<file path="src/rtl/cpu_clk_pkg.sv">
// Shared types and constants for the processor run-control / clock-enable scheduler.
// The divisor table is fixed here; the top module sizes it to its DIV_WIDTH.
package cpu_clk_pkg;

  typedef enum logic [1:0] {
    StIdle   = 2'd0,
    StRun    = 2'd1,
    StStep   = 2'd2,
    StHalted = 2'd3
  } state_e;

  localparam int unsigned DivTableWidth = 28;

  localparam logic [DivTableWidth-1:0] DIV_TABLE [4] = '{
    28'd1, 28'd5, 28'd5000000, 28'd50000000
  };

  // 10 ms at a 50 MHz board clock.
  localparam int unsigned DefaultDebounceCycles = 500000;

  // A zero entry would never complete a period, so it is run as divide-by-1.
  function automatic logic [DivTableWidth-1:0] div_entry(input logic [1:0] sel);
    logic [DivTableWidth-1:0] d;
    d = DIV_TABLE[sel];
    if (d == '0) begin
      d = DivTableWidth'(1);
    end
    return d;
  endfunction

endpackage

</file>
<file path="src/rtl/cpu_clock_ctrl_btn_debounce.sv">
// Push-button level debouncer: dout follows din only after din has held a new level
// for CYCLES consecutive clocks. CYCLES must be at least 1.
module btn_debounce #(
  parameter int unsigned CYCLES = 500000
) (
  input  logic clock_in,
  input  logic reset_n,
  input  logic din,
  output logic dout
);

  localparam int unsigned CntW = (CYCLES > 1) ? $clog2(CYCLES) : 1;

  logic [CntW-1:0] r_cnt;
  logic            r_stable;

  always_ff @(posedge clock_in or negedge reset_n) begin
    if (!reset_n) begin
      r_cnt    <= '0;
      r_stable <= 1'b0;
    end else if (din == r_stable) begin
      r_cnt <= '0;
    end else if (r_cnt == CntW'(CYCLES - 1)) begin
      r_stable <= din;
      r_cnt    <= '0;
    end else begin
      r_cnt <= r_cnt + CntW'(1);
    end
  end

  assign dout = r_stable;

endmodule

</file>
<file path="src/rtl/cpu_clock_ctrl.sv">
// Run-control scheduler producing the processor's single-cycle cpu_en strobe.
// Define CPU_CLK_CTRL_DEBOUNCE_EN to insert the step-button debouncer.
module cpu_clock_ctrl
  import cpu_clk_pkg::*;
#(
  parameter int unsigned DIV_WIDTH       = 28,
  parameter int unsigned DEBOUNCE_CYCLES = DefaultDebounceCycles,
  parameter int unsigned CNT_WIDTH       = 16
) (
  input  logic                 clock_in,
  input  logic                 reset_n,
  input  logic                 run_sw,
  input  logic                 step_btn,
  input  logic [1:0]           div_sel,
  input  logic                 halt_req,
  output logic                 cpu_en,
  output logic                 halted,
  output logic [1:0]           state_o,
  output logic [CNT_WIDTH-1:0] tick_cnt
);

  logic                 r_run_meta, r_run_sync;
  logic                 r_btn_meta, r_btn_sync;
  logic                 r_btn_prev;
  state_e               r_state;
  logic [DIV_WIDTH-1:0] r_cnt;
  logic [DIV_WIDTH-1:0] r_div;
  logic                 r_cpu_en;
  logic                 r_halted;
  logic [CNT_WIDTH-1:0] r_tick;

  logic                 w_btn_level;
  logic                 w_step_ev;
  logic [DIV_WIDTH-1:0] w_div_tab;
  logic [DIV_WIDTH-1:0] w_div_cur;
  logic                 w_period_end;
  state_e               w_state_nxt;
  logic [DIV_WIDTH-1:0] w_cnt_nxt;
  logic [DIV_WIDTH-1:0] w_div_nxt;
  logic                 w_cpu_en_nxt;

`ifdef CPU_CLK_CTRL_DEBOUNCE_EN
  btn_debounce #(
    .CYCLES (DEBOUNCE_CYCLES)
  ) u_btn_debounce (
    .clock_in (clock_in),
    .reset_n  (reset_n),
    .din      (r_btn_sync),
    .dout     (w_btn_level)
  );
`else
  assign w_btn_level = r_btn_sync;
`endif

  assign w_step_ev = w_btn_level & ~r_btn_prev;

  // The divisor is only sampled at the start of a period so a period is never cut short.
  assign w_div_tab    = DIV_WIDTH'(div_entry(div_sel));
  assign w_div_cur    = (r_cnt == '0) ? w_div_tab : r_div;
  assign w_period_end = (r_cnt == w_div_cur - DIV_WIDTH'(1));

  always_comb begin
    w_state_nxt  = r_state;
    w_cnt_nxt    = r_cnt;
    w_div_nxt    = r_div;
    w_cpu_en_nxt = 1'b0;
    unique case (r_state)
      StIdle: begin
        w_cnt_nxt   = '0;
        w_state_nxt = r_run_sync ? StRun : StStep;
      end
      StRun: begin
        if (halt_req) begin
          w_state_nxt = StHalted;
        end else if (!r_run_sync) begin
          w_state_nxt = StStep;
          w_cnt_nxt   = '0;
        end else begin
          w_div_nxt = w_div_cur;
          if (w_period_end) begin
            w_cpu_en_nxt = 1'b1;
            w_cnt_nxt    = '0;
          end else begin
            w_cnt_nxt = r_cnt + DIV_WIDTH'(1);
          end
        end
      end
      StStep: begin
        w_cnt_nxt = '0;
        if (halt_req) begin
          w_state_nxt = StHalted;
        end else if (r_run_sync) begin
          w_state_nxt = StRun;
        end else if (w_step_ev) begin
          w_cpu_en_nxt = 1'b1;
        end
      end
      StHalted: begin
        // Leaves on a step event even if halt_req is still held.
        if (w_step_ev) begin
          w_state_nxt = StIdle;
        end
      end
      default: begin
        w_state_nxt = StIdle;
      end
    endcase
  end

  always_ff @(posedge clock_in or negedge reset_n) begin
    if (!reset_n) begin
      r_run_meta <= 1'b0;
      r_run_sync <= 1'b0;
      r_btn_meta <= 1'b0;
      r_btn_sync <= 1'b0;
      r_btn_prev <= 1'b0;
      r_state    <= StIdle;
      r_cnt      <= '0;
      r_div      <= DIV_WIDTH'(1);
      r_cpu_en   <= 1'b0;
      r_halted   <= 1'b0;
      r_tick     <= '0;
    end else begin
      r_run_meta <= run_sw;
      r_run_sync <= r_run_meta;
      r_btn_meta <= step_btn;
      r_btn_sync <= r_btn_meta;
      r_btn_prev <= w_btn_level;
      r_state    <= w_state_nxt;
      r_cnt      <= w_cnt_nxt;
      r_div      <= w_div_nxt;
      r_cpu_en   <= w_cpu_en_nxt;
      r_halted   <= (w_state_nxt == StHalted);
      if (w_cpu_en_nxt) begin
        r_tick <= r_tick + CNT_WIDTH'(1);
      end
    end
  end

  assign cpu_en   = r_cpu_en;
  assign halted   = r_halted;
  assign state_o  = r_state;
  assign tick_cnt = r_tick;

endmodule

</file>
<file path="config.mk">
export PLATFORM = sky130hd
export DESIGN_NAME = cpu_clock_ctrl
export DESIGN_NICKNAME = d
export VERILOG_FILES = /design/src/rtl/cpu_clk_pkg.sv /design/src/rtl/cpu_clock_ctrl_btn_debounce.sv /design/src/rtl/cpu_clock_ctrl.sv
export SDC_FILE = /design/constraint.sdc
export NUM_CORES = 1
export LEC_CHECK = 0
export ABC_AREA = 1
export CAP_MARGIN = 10
export CORE_MARGIN = 2
export CORE_UTILIZATION = 55
export DETAILED_ROUTE_END_ITERATION = 16
export GPL_TIMING_DRIVEN = 0
export PLACE_DENSITY_LB_ADDON = 0.05
export SYNTH_ARGS = -nofsm -noshare
export SYNTH_HDL_FRONTEND = slang
export SYNTH_SLANG_ARGS = --single-unit
</file>
<file path="constraint.sdc">
create_clock -name clock_in -period 3.9 [get_ports clock_in]
set_clock_uncertainty 0.2 [all_clocks]
set_input_delay 0.78 -clock clock_in [delete_from_list [all_inputs] [get_ports clock_in]]
set_output_delay 0.78 -clock clock_in [all_outputs]
set_load 0.1 [all_outputs]
</file>
==> metrics.txt, run 1 <==
# TYPE chip_impl_metric gauge
chip_impl_info{name="run_status",value="complete, no violations"} 1
chip_impl_info{name="final_common_cell",value="nand2_1"} 1
chip_impl_metric{name="timing.reg2reg.worst_path_depth",unit=""} 24
chip_impl_metric{name="synth_fa_ha_area_frac",unit=""} 0.0170
chip_impl_metric{name="worst-path-buf-inv",unit=""} 4
chip_impl_metric{name="placement.setup.worst_slack",unit="ns"} -0.326
chip_impl_info{name="cp_cell_sequence",value="inv_1 -> ha_2 -> nand2_1 -> nor2_2 -> nand2_2 -> inv_2 -> nand2_4 -> buf_8 -> nand2_4 -> ha_4 -> nand3_4 -> nor2_4 -> nand3_4 -> nor2_4 -> nand2_1 -> nand2_1 -> nand2_1 -> nor2_2 -> nand3_1 -> nor2_2 -> nand3_1 -> nand2_4 -> buf_4 -> o21ai_0"} 1
chip_impl_metric{name="layout.cells.non_filler",unit=""} 1061
chip_impl_metric{name="nets",unit=""} 935
chip_impl_metric{name="placement_rows",unit=""} 37
chip_impl_metric{name="hold_violations",unit=""} 0
chip_impl_metric{name="leakage_power",unit="nW"} 3.41
chip_impl_info{name="synth_area_leaders",value="dfrtp_1 (34%), nand2_1 (16%), xor2_1 (6.8%)"} 1
chip_impl_metric{name="detail_route.wl_per_cell",unit="um"} 14.5
chip_impl_metric{name="fin_setup_tns",unit="ns"} 0
chip_impl_info{name="hold_path.class",value="primary input to async pin"} 1
chip_impl_metric{name="antenna_violations_before_repair",unit=""} 0
chip_impl_metric{name="peakVddDrop",unit="V"} 0.000512
chip_impl_metric{name="simple_gate_fraction_of_synth_area",unit=""} 0.400
chip_impl_metric{name="share_seq_of_total_power",unit=""} 0.317
chip_impl_info{name="synth_top_family_by_area",value="simple AND/OR/NAND/NOR gates"} 1
chip_impl_metric{name="synth.top_cell.area_share",unit=""} 0.339
chip_impl_metric{name="synth_sequential_area_ratio",unit=""} 0.344
chip_impl_info{name="rr_endpoint",value="r_cnt[23]"} 1
chip_impl_metric{name="switching_share",unit=""} 0.481
chip_impl_info{name="worst_path_max_delay_cell",value="dfrtp_2"} 1
chip_impl_metric{name="drc",unit=""} 0
chip_impl_metric{name="synth_cells",unit=""} 865
chip_impl_metric{name="total_routing_usage_reported_by_global_routing",unit=""} 0.281
chip_impl_metric{name="die_y",unit="um"} 108
chip_impl_metric{name="die_w",unit="um"} 108
chip_impl_metric{name="top_level_ports",unit=""} 27
chip_impl_metric{name="final_design_area_no_fill",unit="um^2"} 6770
chip_impl_metric{name="worstPathArrival",unit="ns"} 3.78
chip_impl_metric{name="core",unit="um^2"} 10400
chip_impl_metric{name="crit_path_max_fo",unit=""} 10
chip_impl_metric{name="htree_num_levels",unit=""} 3
chip_impl_metric{name="synthMuxAreaShare",unit=""} 0
chip_impl_metric{name="floorplan.initialDensity",unit=""} 0.569
chip_impl_metric{name="timing.critical_path.required",unit="ns"} 3.96
chip_impl_metric{name="drtAntennaViolNets",unit=""} 0
chip_impl_metric{name="ff2ff_setup_slack",unit="ns"} 0.18
chip_impl_metric{name="power.share.clock",unit=""} 0.180
chip_impl_info{name="clockRootBuffer",value="clkbuf_8"} 1
chip_impl_metric{name="layout_min_cycle_time",unit="ns"} 3.72
chip_impl_metric{name="synth_cell_type_count",unit=""} 35
chip_impl_info{name="synth_top_cell_by_area",value="dfrtp_1"} 1
chip_impl_info{name="setup.worst_path.end_class",value="register"} 1
chip_impl_metric{name="place.gp.congestion",unit=""} 0.944
chip_impl_info{name="startpoint_type",value="register"} 1
chip_impl_info{name="cell_repeated_most_along_the_worst_path",value="nand2_1"} 1
chip_impl_metric{name="hold_buffers",unit=""} 0
chip_impl_metric{name="layout_filler_cell_count",unit=""} 930
chip_impl_metric{name="timing.slew.headroom",unit=""} 0.347
chip_impl_metric{name="fin_ws",unit="ns"} 0.183
chip_impl_metric{name="detailed_placement_hpwl",unit="mm"} 11.7
chip_impl_metric{name="clkTransAtPathRegs",unit="ns"} 0.10
chip_impl_metric{name="complex_gate_fraction_of_the_synthesized_area",unit=""} 0.0659
chip_impl_metric{name="detail_route.iter0.violations",unit=""} 464
chip_impl_metric{name="tightestPinTransition",unit="ns"} 0.976
chip_impl_metric{name="max_cap_violations",unit=""} 0
chip_impl_metric{name="synthesis.nets",unit=""} 880
chip_impl_metric{name="synthesis.yosys.warnings",unit=""} 0
chip_impl_metric{name="critical-path-max-stage-delay",unit="ns"} 0.44
chip_impl_info{name="worstReg2RegStart",value="r_cnt[1]"} 1
chip_impl_metric{name="first_pass_iters",unit=""} 5
chip_impl_metric{name="number_of_global_route_vias_before_repair",unit=""} 5342
chip_impl_metric{name="slew_viol_final",unit=""} 0
chip_impl_info{name="criticalPathCategory",value="register to register"} 1
chip_impl_metric{name="cts.path.max_buffers",unit=""} 2
chip_impl_metric{name="cts_inserted_buffers",unit=""} 9
chip_impl_info{name="tritoncts",value="done"} 1
chip_impl_metric{name="place.detailed.instances",unit=""} 1028
chip_impl_metric{name="post_route_cells_drive_above_1_share",unit=""} 0.156
chip_impl_metric{name="power.internal",unit="mW"} 1.74
chip_impl_metric{name="grt_first_pass_wirelength",unit="mm"} 25.3
chip_impl_metric{name="n_antenna_cell",unit=""} 0
chip_impl_metric{name="post_dp_cell_area",unit="um^2"} 6360
chip_impl_metric{name="maximum_number_of_pins_on_one_net_before_global_route_repair",unit=""} 49
chip_impl_info{name="final_cell_mix",value="nand2_1 (256), inv_1 (90), nor2_1 (88)"} 1
chip_impl_metric{name="share_comb_of_total_power",unit=""} 0.502
chip_impl_metric{name="highest_achievable_clock_rate",unit="MHz"} 269
chip_impl_metric{name="mean_cell_area_of_the_mapped_netlist",unit="um^2"} 6.82
chip_impl_metric{name="viasPerCell",unit=""} 5.30
chip_impl_metric{name="numClockSinks",unit=""} 81
chip_impl_info{name="critical-path-top-delay-family",value="simple AND/OR/NAND/NOR gates"} 1
chip_impl_metric{name="clk_latency",unit="ns"} 0.39
chip_impl_metric{name="route.vias.total",unit=""} 5624
chip_impl_metric{name="fp.dieArea",unit="um^2"} 11600
chip_impl_metric{name="io_buffers",unit=""} 26
chip_impl_metric{name="setup_violations",unit=""} 0
chip_impl_metric{name="synth.ff_latch_count",unit=""} 81
chip_impl_metric{name="grt-ovfl-total",unit=""} 0
chip_impl_metric{name="netlist_area",unit="um^2"} 5900
chip_impl_metric{name="syn2layout_area_growth",unit="%"} 14.8
chip_impl_metric{name="min_period_over_period",unit=""} 0.953
chip_impl_metric{name="wirelength",unit="mm"} 15.4
chip_impl_metric{name="synth-xor-area-share",unit=""} 0.0787
chip_impl_metric{name="power.net_switching",unit="mW"} 1.61
chip_impl_metric{name="power-per-cell-area",unit="nW/um^2"} 494
[synthesized netlist by cell type]
master	n
nand4_1	13
nand3_4	1
buf_6	7
nand3b_2	1
buf_4	2
nand3_2	4
o21ai_1	12
nand4_2	1
o21bai_1	1
nor2_1	90
ha_1	8
nor3_1	14
o22ai_1	1
clkbuf_1	5
nor2_2	22
nor4_1	6
o211ai_1	2
nand2_1	256
o21ai_0	55
nand2_4	5
clkinv_1	1
nand2_2	18
buf_2	5
dfstp_2	1
nand3_1	70
xnor2_1	7
dfrtp_1	80
nand3b_1	4
nor3_4	1
or2_2	3
inv_1	90
a21oi_1	5
inv_2	22
nor2_4	6
xor2_1	46
[per-layer routing]
metal  up-vias  GRT usage  wire, um
met5         -          0         0
li1       2832          -         -
met4         0      0.140       557
met1      2625      0.356      6880
met3        42     0.0357       497
met2       125      0.470      7490
[how the worst max path moves through the flow]
stage          cells after the start       start           end  slack [ns]
6_report                          24    r_cnt[1]     r_cnt[23]        0.18
5_1_grt                           22    r_cnt[0]     r_cnt[23]       -0.06
4_1_cts                           27    r_cnt[0]  tick_cnt[12]       0.003
3_5_place_dp                      18  div_sel[1]     r_cnt[23]       -0.33
3_3_place_gp                       1     reset_n   tick_cnt[5]       -0.98
2_1_floorplan                     27    r_cnt[0]   tick_cnt[8]        0.64
[area by class of cell]
| type | count | area, um^2 | share of cell area |
|---|---|---|---|
| Multi-Input combinational cell | 652 | 3400 | 0.501 |
| Sequential cell | 81 | 2040 | 0.301 |
| Inverter | 113 | 427 | 0.0630 |
| Timing Repair Buffer | 44 | 413 | 0.0610 |
| Tap cell | 136 | 170 | 0.0251 |
| Buffer | 19 | 148 | 0.0218 |
| Clock buffer | 9 | 124 | 0.0183 |
| Clock inverter | 7 | 61.3 | 0.00905 |
[repair_timing]
item,CTS,global route
buffers inserted,0,17
pin swaps,0,8
resized for setup,5,21
setup endpoints to repair,30,44
[logic make-up (layout without fill, tap and decap cells)]
kind of cell,Yosys count,count (layout)
AO/OA/AOI/OAI,76,76
buffers and inverters,132,192
adder cells (fa/ha/maj),8,8
AND/OR/NAND/NOR,515,515
flip-flops,81,81
XOR/XNOR,53,53
[state kept, by name, summed over array words and instances, names as in the netlist]
signal / count
cpu_en: 1
halted: 1
r_btn_meta: 1
r_btn_prev: 1
r_btn_sync: 1
r_cnt: 28
r_div: 28
r_run_meta: 1
r_run_sync: 1
state_o: 2
tick_cnt: 16
[through the flow]
stage / hold slack [ns] / utilization / total power [mW]
after floorplan: 0.131 / - / 2.23
after global placement: 0.136 / 0.611 / 2.58
after detailed placement: 0.139 / 0.613 / 2.62
after CTS: 0.156 / 0.632 / 3.24
after global routing: 0.166 / 0.653 / 3.60
final: 0.144 / 0.653 / 3.34
[power groups by stage]
stage	combinational (mW)	clock (mW)	sequential [mW]
after floorplan	1.02	0	1.22
after global placement	1.50	0	1.08
after detailed placement	1.54	0	1.08
after CTS	1.55	0.620	1.07
after global routing	1.86	0.661	1.08
final	1.68	0.603	1.06
No activity file was read; power rests on OpenSTA's default activity.
==> inputs of run 2 (changes only) <==
--- a/config.mk
+++ b/config.mk
@@ -10,6 +10,7 @@
 export CORE_MARGIN = 2
 export CORE_UTILIZATION = 55
 export DETAILED_ROUTE_END_ITERATION = 16
+export GPL_ROUTABILITY_DRIVEN = 0
 export GPL_TIMING_DRIVEN = 0
 export PLACE_DENSITY_LB_ADDON = 0.05
 export SYNTH_ARGS = -nofsm -noshare
==> metrics.txt, run 2 (same netlist as run 1, synthesis figures left out) <==
# TYPE chip_impl_metric gauge
chip_impl_metric{name="switching_share",unit=""} 0.459
chip_impl_metric{name="multiInputGateArea",unit="um^2"} 3370
chip_impl_metric{name="post_route_cells_drive_above_1_share",unit=""} 0.151
chip_impl_metric{name="route.vias.total",unit=""} 5590
chip_impl_metric{name="first_pass_iters",unit=""} 5
chip_impl_metric{name="cts_inserted_buffers",unit=""} 9
chip_impl_metric{name="nets",unit=""} 931
chip_impl_info{name="final_common_cell",value="nand2_1"} 1
chip_impl_metric{name="min_period_over_period",unit=""} 0.953
chip_impl_metric{name="detail_route.iter0.violations",unit=""} 369
chip_impl_metric{name="ff2ff_setup_slack",unit="ns"} 0.18
chip_impl_info{name="run_status",value="complete, no violations"} 1
chip_impl_metric{name="share_comb_of_total_power",unit=""} 0.488
chip_impl_info{name="hold_path.class",value="primary input to async pin"} 1
chip_impl_metric{name="detailed_placement_hpwl",unit="mm"} 11.3
chip_impl_metric{name="total_area_of_sequential_cells",unit="um^2"} 2030
chip_impl_metric{name="drtAntennaViolNets",unit=""} 0
chip_impl_metric{name="hold_buffers",unit=""} 0
chip_impl_metric{name="timing.slew.headroom",unit=""} 0.347
chip_impl_info{name="startpoint_type",value="register"} 1
chip_impl_metric{name="place.detailed.instances",unit=""} 1028
chip_impl_metric{name="placement.setup.worst_slack",unit="ns"} -0.268
chip_impl_metric{name="core",unit="um^2"} 10400
chip_impl_metric{name="floorplan.initialDensity",unit=""} 0.569
chip_impl_metric{name="layout_filler_cell_count",unit=""} 963
chip_impl_metric{name="grt_first_pass_wirelength",unit="mm"} 24.2
chip_impl_metric{name="grt-ovfl-total",unit=""} 0
chip_impl_metric{name="die_y",unit="um"} 108
chip_impl_metric{name="layout_min_cycle_time",unit="ns"} 3.72
chip_impl_metric{name="peakVddDrop",unit="V"} 0.000805
chip_impl_metric{name="max_cap_violations",unit=""} 0
chip_impl_metric{name="power.internal",unit="mW"} 1.85
chip_impl_info{name="final_cell_mix",value="nand2_1 (256), inv_1 (90), nor2_1 (87)"} 1
chip_impl_metric{name="holdWs",unit="ns"} 0.151
chip_impl_metric{name="share_seq_of_total_power",unit=""} 0.312
chip_impl_metric{name="timing.critical_path.required",unit="ns"} 3.98
chip_impl_metric{name="htree_num_levels",unit=""} 3
chip_impl_metric{name="layout.cells.non_filler",unit=""} 1057
chip_impl_metric{name="clk_latency",unit="ns"} 0.38
chip_impl_metric{name="syn2layout_area_growth",unit="%"} 14.3
chip_impl_metric{name="finalCoreUtilization",unit=""} 0.651
chip_impl_metric{name="fin_ws",unit="ns"} 0.184
chip_impl_metric{name="fp.dieArea",unit="um^2"} 11600
chip_impl_metric{name="number_of_global_route_vias_before_repair",unit=""} 5302
chip_impl_metric{name="power.share.clock",unit=""} 0.200
chip_impl_metric{name="power.net_switching",unit="mW"} 1.57
chip_impl_info{name="rr_endpoint",value="tick_cnt[9]"} 1
chip_impl_metric{name="drc",unit=""} 0
chip_impl_info{name="setup.worst_path.end_class",value="register"} 1
chip_impl_metric{name="power-per-cell-area",unit="nW/um^2"} 506
chip_impl_metric{name="timing.reg2reg.worst_path_depth",unit=""} 25
chip_impl_metric{name="report.power.total",unit="mW"} 3.41
chip_impl_metric{name="n_antenna_cell",unit=""} 0
chip_impl_metric{name="detail_route.wl_per_cell",unit="um"} 14.1
chip_impl_metric{name="worstPathArrival",unit="ns"} 3.79
chip_impl_metric{name="wirelength",unit="mm"} 14.9
chip_impl_metric{name="highest_achievable_clock_rate",unit="MHz"} 269
chip_impl_metric{name="viasPerCell",unit=""} 5.29
chip_impl_metric{name="leakage_power",unit="nW"} 3.41
chip_impl_info{name="criticalPathCategory",value="register to register"} 1
chip_impl_metric{name="antenna_violations_before_repair",unit=""} 0
chip_impl_metric{name="numClockSinks",unit=""} 81
chip_impl_info{name="clockRootBuffer",value="clkbuf_8"} 1
chip_impl_metric{name="tightestPinTransition",unit="ns"} 0.976
chip_impl_metric{name="clkTransAtPathRegs",unit="ns"} 0.09
chip_impl_metric{name="cts.path.max_buffers",unit=""} 2
chip_impl_info{name="worstReg2RegStart",value="r_cnt[3]"} 1
chip_impl_metric{name="hold_violations",unit=""} 0
chip_impl_metric{name="crit_path_max_fo",unit=""} 10
chip_impl_metric{name="top_level_ports",unit=""} 27
chip_impl_metric{name="setup_violations",unit=""} 0
chip_impl_metric{name="io_buffers",unit=""} 26
chip_impl_metric{name="slew_viol_final",unit=""} 0
chip_impl_metric{name="maximum_number_of_pins_on_one_net_before_global_route_repair",unit=""} 46
chip_impl_metric{name="placement_rows",unit=""} 37
chip_impl_metric{name="die_w",unit="um"} 108
chip_impl_info{name="tritoncts",value="done"} 1
chip_impl_metric{name="total_routing_usage_reported_by_global_routing",unit=""} 0.268
## run 2: changes by cell type in the layout (fill, tap and decap cells not counted), moves of 3 or more
cell / delta
inv_6: -3
buf_4: -4
dfrtp_2: -3
nor2_2: +4
nor2_4: -3
dfrtp_1: +3
## run 2: timing repair
action                                  CTS  global route
gates resized for setup                   5            14
pin swaps                                 0             4
buffers inserted                          0            13
endpoints found under the setup margin   29            44
endpoints found under the hold margin     0             0
## run 2: layout make-up
class | count | area share
multi-input combinational | 652 | 0.500
clock buffer | 9 | 0.0184
clock inverter | 7 | 0.0139
buffer | 19 | 0.0213
tap | 136 | 0.0252
inverter | 113 | 0.0632
sequential | 81 | 0.301
timing repair buffer | 40 | 0.0568
## run 2: metal layers
layer | part of all wire | track usage | routed length [um]
met3 | 0.047 | 0.0581 | 696
met5 | 0 | 0 | 0
met2 | 0.47 | 0.439 | 7020
met1 | 0.44 | 0.332 | 6590
met4 | 0.041 | 0.136 | 616
## run 2: worst max-delay path by stage
stage          slack, ns  cells past startpoint      endpoint       start
2_1_floorplan       0.64                     27   tick_cnt[8]    r_cnt[0]
3_3_place_gp       -1.02                      1   tick_cnt[3]     reset_n
3_5_place_dp       -0.27                     16     r_cnt[16]  div_sel[1]
4_1_cts             0.05                     25   tick_cnt[9]    r_cnt[0]
5_1_grt            -0.07                     26  tick_cnt[11]    r_cnt[1]
6_report            0.18                     25   tick_cnt[9]    r_cnt[3]
## run 2: power by group through the flow
stage	Clock (mW)	Combinational, mW	Sequential (mW)
floorplan	0	1.02	1.22
global placement	0	1.49	1.08
detailed placement	0	1.53	1.09
CTS	0.704	1.55	1.07
global route	0.743	1.82	1.08
finish	0.684	1.67	1.06
## run 2: per-stage QoR
step | cell area, um^2 | setup TNS [ns]
3_3_place_gp | 6330 | -86.12
4_1_cts | 6590 | 0
2_1_floorplan | 5900 | 0
6_report | 6750 | 0
3_5_place_dp | 6360 | -6.97
5_1_grt | 6750 | -0.563
## run 2: worst max-delay path: stages, from the launching register on
cell,delay [ns]
dfrtp_1,0.46
inv_2,0.15
nand2_2,0.06
nor2_2,0.14
nand2_2,0.08
nor2_4,0.10
nand2_4,0.10
buf_8,0.15
nand2_2,0.10
nand2_4,0.08
ha_4,0.27
xor2_1,0.14
nand2_1,0.08
nor2_1,0.10
nand3_1,0.10
a21oi_2,0.14
nand2_1,0.10
nor2_2,0.13
nand3_1,0.10
nor2_2,0.18
nand4_2,0.14
nand2_4,0.15
nand2_4,0.09
buf_6,0.15
nand2_1,0.05
nand2_1,0.05
==> inputs of run 3 (changes only) <==
--- a/config.mk
+++ b/config.mk
@@ -12,6 +12,7 @@
 export DETAILED_ROUTE_END_ITERATION = 16
 export GPL_ROUTABILITY_DRIVEN = 0
 export GPL_TIMING_DRIVEN = 0
+export HOLD_SLACK_MARGIN = 0.03
 export PLACE_DENSITY_LB_ADDON = 0.05
 export SYNTH_ARGS = -nofsm -noshare
 export SYNTH_HDL_FRONTEND = slang
==> results of run 3 <==
Final layout, timing and power as in run 2 (identical DEF).
